File: src/rtl/cpu_pkg.sv
// Shared CPU definitions: datapath width, ALU result-mux selector codes and
// the state encoding of the iterative multiplier.
package cpu_pkg;

  localparam int DATA_WIDTH = 24;

  // ALU result-mux selector codes
  localparam logic [2:0] ALU_SEL_ADD = 3'b000;
  localparam logic [2:0] ALU_SEL_SUB = 3'b001;
  localparam logic [2:0] ALU_SEL_AND = 3'b010;
  localparam logic [2:0] ALU_SEL_OR  = 3'b011;
  localparam logic [2:0] ALU_SEL_MUL = 3'b100;
  localparam logic [2:0] ALU_SEL_XOR = 3'b101;
  localparam logic [2:0] ALU_SEL_SHL = 3'b110;
  localparam logic [2:0] ALU_SEL_SHR = 3'b111;

  // Multiplier state encoding
  localparam logic [1:0] MUL_IDLE = 2'd0;
  localparam logic [1:0] MUL_RUN  = 2'd1;
  localparam logic [1:0] MUL_DONE = 2'd2;

  typedef enum logic [1:0] {
    ST_IDLE = MUL_IDLE,
    ST_RUN  = MUL_RUN,
    ST_DONE = MUL_DONE
  } mul_state_e;

endpackage

File: src/rtl/seq_multiplier_if.sv
// Request/result bundle between the control unit (master) and the
// sequential multiplier (slave).
interface seq_multiplier_if
  import cpu_pkg::*;
#(
  parameter int WIDTH = DATA_WIDTH
) ();

  logic                 start;
  logic [WIDTH-1:0]     a;
  logic [WIDTH-1:0]     b;
  logic                 busy;
  logic                 done;
  logic [2*WIDTH-1:0]   product;
  logic                 overflow;

  modport master (
    output start, a, b,
    input  busy, done, product, overflow
  );

  modport slave (
    input  start, a, b,
    output busy, done, product, overflow
  );

endinterface

File: src/rtl/seq_multiplier.sv
// Iterative unsigned shift-add multiplier. One partial-product step per
// clock, fixed WIDTH steps per operation; the result registers only change
// on entry to DONE so downstream muxes never see partial sums.
module seq_multiplier
  import cpu_pkg::*;
#(
  parameter int WIDTH = DATA_WIDTH
) (
  input  logic             clock,
  input  logic             reset,
  seq_multiplier_if.slave  mul
);

  localparam int             CW        = $clog2(WIDTH);
  localparam logic [CW-1:0]  LAST_STEP = CW'(WIDTH - 1);

  mul_state_e          state_reg, state_next;
  logic [WIDTH-1:0]    mcand_reg, mcand_next;
  // {carry, hi, lo}: hi accumulates partial sums, lo holds the remaining
  // multiplier bits and fills with low product bits as they shift in.
  logic [2*WIDTH:0]    acc_reg, acc_next;
  logic [CW-1:0]       count_reg, count_next;
  logic [2*WIDTH-1:0]  product_reg, product_next;
  logic                overflow_reg, overflow_next;

  logic [WIDTH-1:0]    addend;
  logic [WIDTH:0]      step_sum;

  // Step adder: add the multiplicand into the upper half when the current
  // multiplier bit is set, keeping the carry so the product stays exact.
  always_comb begin
    addend   = acc_reg[0] ? mcand_reg : '0;
    step_sum = acc_reg[2*WIDTH:WIDTH] + {1'b0, addend};
  end

  // Next-state and datapath update for the IDLE/RUN/DONE sequencer.
  always_comb begin
    state_next    = state_reg;
    mcand_next    = mcand_reg;
    acc_next      = acc_reg;
    count_next    = count_reg;
    product_next  = product_reg;
    overflow_next = overflow_reg;

    case (state_reg)
      ST_IDLE, ST_DONE: begin
        if (mul.start) begin
          mcand_next = mul.a;
          acc_next   = {1'b0, {WIDTH{1'b0}}, mul.b};
          count_next = '0;
          state_next = ST_RUN;
        end else if (state_reg == ST_DONE) begin
          state_next = ST_IDLE;
        end
      end

      ST_RUN: begin
        acc_next   = {1'b0, step_sum, acc_reg[WIDTH-1:1]};
        count_next = count_reg + 1'b1;
        if (count_reg == LAST_STEP) begin
          state_next    = ST_DONE;
          product_next  = acc_next[2*WIDTH-1:0];
          overflow_next = |acc_next[2*WIDTH-1:WIDTH];
        end
      end

      default: begin
        state_next = ST_IDLE;
      end
    endcase
  end

  // State and datapath registers; reset aborts any operation in flight.
  always_ff @(posedge clock) begin
    if (reset) begin
      state_reg    <= ST_IDLE;
      mcand_reg    <= '0;
      acc_reg      <= '0;
      count_reg    <= '0;
      product_reg  <= '0;
      overflow_reg <= 1'b0;
    end else begin
      state_reg    <= state_next;
      mcand_reg    <= mcand_next;
      acc_reg      <= acc_next;
      count_reg    <= count_next;
      product_reg  <= product_next;
      overflow_reg <= overflow_next;
    end
  end

  assign mul.busy     = (state_reg == ST_RUN);
  assign mul.done     = (state_reg == ST_DONE);
  assign mul.product  = product_reg;
  assign mul.overflow = overflow_reg;

endmodule
File: src/flat_wrapper.sv
// flat-port wrapper written by rule: the top's interface ports become plain ports
module seq_multiplier_flat import cpu_pkg::*;
#(
  parameter int WIDTH = DATA_WIDTH
)
  (clock, reset, mul_start, mul_a, mul_b, mul_busy, mul_done, mul_product, mul_overflow);
  seq_multiplier_if #(.WIDTH(WIDTH)) mul_i ();
  input  logic clock;
  input  logic reset;
  input wire logic [$bits(mul_i.start)-1:0] mul_start;
  input wire logic [$bits(mul_i.a)-1:0] mul_a;
  input wire logic [$bits(mul_i.b)-1:0] mul_b;
  output wire logic [$bits(mul_i.busy)-1:0] mul_busy;
  output wire logic [$bits(mul_i.done)-1:0] mul_done;
  output wire logic [$bits(mul_i.product)-1:0] mul_product;
  output wire logic [$bits(mul_i.overflow)-1:0] mul_overflow;
  assign mul_i.start = mul_start;
  assign mul_i.a = mul_a;
  assign mul_i.b = mul_b;
  assign mul_busy = mul_i.busy;
  assign mul_done = mul_i.done;
  assign mul_product = mul_i.product;
  assign mul_overflow = mul_i.overflow;
  seq_multiplier #(.WIDTH(WIDTH)) u_core (.clock(clock), .reset(reset), .mul(mul_i));
endmodule
File: config.mk
export PLATFORM = sky130hd
export DESIGN_NAME = seq_multiplier_flat
export DESIGN_NICKNAME = d
export VERILOG_FILES = /design/src/rtl/cpu_pkg.sv /design/src/rtl/seq_multiplier_if.sv /design/src/rtl/seq_multiplier.sv /design/src/flat_wrapper.sv
export SDC_FILE = /design/constraint.sdc
export NUM_CORES = 1
export LEC_CHECK = 0
export BUFFER_PORTS_ARGS = -buffer_cell sky130_fd_sc_hd__buf_4
export CAP_MARGIN = 20
export CELL_PAD_IN_SITES_DETAIL_PLACEMENT = 0
export CELL_PAD_IN_SITES_GLOBAL_PLACEMENT = 1
export CORE_MARGIN = 1
export CORE_UTILIZATION = 35
export DETAILED_ROUTE_END_ITERATION = 10
export HOLD_SLACK_MARGIN = 0.06
export PLACE_DENSITY_LB_ADDON = 0.1
export SKIP_LAST_GASP = 1
export SYNTH_ARGS = -nofsm -noshare
export SYNTH_HDL_FRONTEND = slang
export SYNTH_SLANG_ARGS = --single-unit
File: constraint.sdc
create_clock -name clock -period 8.63 [get_ports clock]
set_clock_uncertainty 0.2 [all_clocks]
set_input_delay 1.726 -clock clock [delete_from_list [all_inputs] [get_ports clock]]
set_output_delay 1.726 -clock clock [all_outputs]
set_load 0.1 [all_outputs]
# Word level (Yosys, flattened, before mapping)
# Cells that the tools add are included.
# op_classes
addsub,2
eq_ne,6
n_mux,9
n_reduce_logical,8
# ops
op,count
$pmux 49 s2,1
$mux 49,1
$add 25x24->25,1
$mux 24,1
$reduce_or 24->1,1
$pmux 5 s2,1
$reduce_and 2->1,4
$mux 2,3
$add 5x1->5 const B,1
$eq 5x5->1 const B,1
$mux 5,1
$pmux 2 s2,1
$ne 3x3->1 const B,1
$eq 2x1->1 const B,1
$eq 2x2->1 const B,1
$logic_not 2->1,1
$ne 2x1->1 const B,1
$ne 2x2->1 const B,1
$reduce_bool 2->1,1
$reduce_or 2->1,1
# word_totals
reg_bits,129
inputBits,51
out_inout_bits,51
wordCells,31

# Depth between registers and ports, before layout
# depth
word_depth,4
mapped_depth,13
ltp_nobuf,12

# Least setup slack after synthesis
# Ideal clock, no wire load.
# synth_timing
kind,flip-flop to output port
start,register u_core.state_reg[0]
end,output port mul_done
arrival_time_ps,1652
required_ps,6704
setup_slack_ps,5052
stages_incl_launch_ff,2
n_path_buf,0
path_cell_list,dfxtp_1 nor2b_1
# synth_via
elab_chain_len,1
# synth_rtl
item,line_no,source
from (decl),seq_multiplier.sv:17,"mul_state_e state_reg, state_next;"
from (signal assigned),seq_multiplier.sv:83,state_reg <= state_next;
$eq 2x2->1,seq_multiplier.sv:93,assign mul.done = (state_reg == ST_DONE);
to (decl),flat_wrapper.sv:14,output wire logic [$bits(mul_i.done)-1:0] mul_done;
# Every way passes these cells.

# Final worst setup path
# layout_timing
start,register u_core.acc_reg[0]
end,register u_core.overflow_reg (netlist: u_core.mul.overflow)
# layout_via
elab_chain_len,3
# layout_rtl
item,line_no,source
from (decl),seq_multiplier.sv:21,"logic [2*WIDTH:0] acc_reg, acc_next;"
from (signal assigned),seq_multiplier.sv:85,acc_reg <= acc_next;
$mux 24,seq_multiplier.sv:32,addend = acc_reg[0] ? mcand_reg : '0;
$add 25x24->25,seq_multiplier.sv:33,"step_sum = acc_reg[2*WIDTH:WIDTH] + {1'b0, addend};"
$reduce_or 24->1,seq_multiplier.sv:63,overflow_next = |acc_next[2*WIDTH-1:WIDTH];
to (signal assigned),seq_multiplier.sv:88,overflow_reg <= overflow_next;
to (decl),seq_multiplier.sv:24,"logic overflow_reg, overflow_next;"
# Every way passes these cells.
# A chain may end at the register's enable or synchronous reset.

==> flow_summary.yaml <==
clock_network:
  cts_sinks: 128
  htreeDepth: 4
  cts.path.max_buffers: 2
  cts-root-buf: "clkbuf_16"
  path_clk_slew_ps: 60
  ctsHoldBuffers: 0
  cts_made_buffers: 17
  clk_latency_ps: 430
  cts_resized: 0
  cts_setup_buffers: 0
  cts_tree: "yes"
detailed_routing:
  postRouteAntennaNets: 0
  post_drt_wl_per_cell_microns: 15.2
  via_count: 5646
  via_per_inst: 5.21
  drt-total-wl_microns: 16500
  drc_errors: 0
  drt_iter0_markers: 270
  drt-pass1-iter-count: 5
worst_hold_path:
  min_path_type: "reg -> reg"
logic_synthesis:
  ys_seq_area_share_pct: 41.6
  ys.flop_type: "dfxtp_1"
  yosys_warnings: 0
  synthSimpleGateAreaFrac_pct: 23.4
  synth_cell_types: 61
  async_reset_ff_share_pct: 0
  synth-compound-area-share_pct: 23.6
  synth-seq-cells: 128
  synth_nets: 851
  synthDominantCellAreaShare_pct: 41.6
  synth.most_common_cell: "nand2_1"
  synthCells: 774
  ys_top_cells_by_count: "170 x nand2_1, 128 x dfxtp_1, 120 x a21oi_1, 51 x nor2_1, 49 x a22oi_1"
  muxShareOfSynthArea_pct: 0.163
  synth_top_family_by_area: "compound AO/OA/AOI/OAI gates"
  synth_edf_count: 0
  avgSynthCellArea_sq_um: 7.95
  syn_area_sq_um: 6160
  synth_top_cell_by_area: "dfxtp_1"
  synth-xor-area-share_pct: 1.71
  netlist_top_cells_area: "dfxtp_1 42%, nand2_1 10%, a21oi_1 9.8%, a22oi_1 6.0%, ha_1 5.1%"
  synthAdderAreaFrac_pct: 5.41
grt:
  grt_usage_pct: 19.0
  grt_pass1_wl_microns: 27200
  grt_overflow_total: 0
  met3_usage_pct: 5.03
  use_met1_pct: 23.9
  top_usage_layer: "met2"
  grt_antenna_before_repair: 0
  grt_use_met2_pct: 31.6
  grt_pass1_vias: 5522
  grt_max_degree: 94
sta:
  finalHoldViolCount: 0
  setup-tns-final_ps: 0
  timing.final.ws_setup_ps: 4750
  worst_slew_pin_slew_ps: 1050
  period_share_pct: 44.9
  fmax_mhz: 258
  fin_crit_ps: 3880
  holdWs_ps: 250
  slew_violations: 0
  finalSetupViolations: 0
  timing.slew.headroom_pct: 30.1
  rsz0062_at_grt: "no"
setup_path:
  critPathLaunchType: "flop"
  r2r_slack_ps: 4750
  required_ps: 8730
  cp_max_fo: 25
  worst-endpoint-arrival_ps: 3980
  crit_type: "reg -> reg"
  endpoint_kind: "flop"
cells_and_area:
  layout.nets: 923
  drive_gt1_share_pct: 18.4
  antenna_cells: 0
  syn2layout_area_growth_pct: 24.3
place:
  dp_slack_ps: 4700
  gp_congestion: 0.861
  dp_hpwl_microns: 10900
  portBuffers: 101
floorplanning:
  coreArea_sq_um: 17200
  dieArea_sq_um: 18100
  chipHeight_microns: 135
  ios: 102
  fp.dieW_microns: 135
  rows: 48
  start_util_pct: 35.7
power_and_ir_drop:
  power.density_nw_per_um2: 193
  leakage_nw: 3.19
  max-vdd-ir-drop_mv: 0.136
outcome:
  status: "finished, final reports clean"
run:
  maxCapViolations: 0
[placed cells by master, fill, tap and decap left out, drive strengths merged, types with 10 or more instances in the layout]
cell type,n
nand3,10
dfxtp,128
nor3,10
clkbuf,19
and2,30
a21oi,121
o21ai,12
nand2,170
nor2,51
a22oi,49
inv,12
a21o,11
ha,25
buf,107
[metal layers]
| metal | share of wire (%) | up-vias |
|---|---|---|
| met3 | 3.9 | 17 |
| li1 | - | 2854 |
| met4 | 1.3 | 0 |
| met5 | 0 | - |
| met1 | 47 | 2675 |
| met2 | 48 | 100 |
[per-stage QoR]
step | instance area, sq um | power (mW) | util, % | instances
6_report | 7650 | 1.48 | 44.4 | 1084
5_1_grt | 7650 | 1.54 | 44.4 | 1084
4_1_cts | 7650 | 1.50 | 44.4 | 1084
3_5_place_dp | 7030 | 0.737 | 40.8 | 1052
3_3_place_gp | 7030 | 0.735 | 40.8 | 1052
2_1_floorplan | 6160 | 0.694 | - | 774
[power breakdown]
group / internal, mW / switching [mW] / total, mW / leakage [nW]
registers: 0.607 / 0.0127 / 0.620 / 1.04
logic: 0.0389 / 0.0636 / 0.103 / 1.85
clock network: 0.469 / 0.288 / 0.757 / 0.301
total: 1.12 / 0.364 / 1.48 / 3.19
[worst paths after layout]
kind / start / endpoint / cells after the start
setup / recovery: u_core.acc_reg[0] / u_core.mul.overflow / 12
setup reg to reg: u_core.acc_reg[0] / u_core.mul.overflow / 12
hold reg to reg: u_core.mcand_reg[23] / u_core.mcand_reg[23] / 2
hold / removal: u_core.mcand_reg[23] / u_core.mcand_reg[23] / 2
[kinds of logic (layout without fill, tap and decap cells)]
| kind of cell | count (synthesis) | after routing |
|---|---|---|
| compound gates | 230 | 230 |
| xor+xnor | 12 | 12 |
| fa+ha+maj | 26 | 26 |
| buf+inv | 60 | 145 |
| flops | 128 | 128 |
| mux | 1 | 1 |
| simple gates | 317 | 317 |
[critical path, cell delays in order (launching register included)]
cell     delay [ps]
dfxtp_1         560
and2_1          300
ha_1            200
fa_1            420
a21o_1          220
and4_1          240
o21ai_0         350
nand3_1         130
a211o_1         300
a221o_1         350
a21o_1          190
nor2_1          180
a31oi_1         120
[layout make-up]
| type | count | area, sq um |
|---|---|---|
| fillers | 1742 | 9590 |
| multi-input cells | 586 | 3360 |
| flip-flops and latches | 128 | 2560 |
| repair buffers | 107 | 803 |
| clock buffers | 19 | 443 |
| well taps | 225 | 282 |
| clock inverters | 13 | 175 |
| inverters | 6 | 22.5 |
Power figures use the tool's default switching activity.
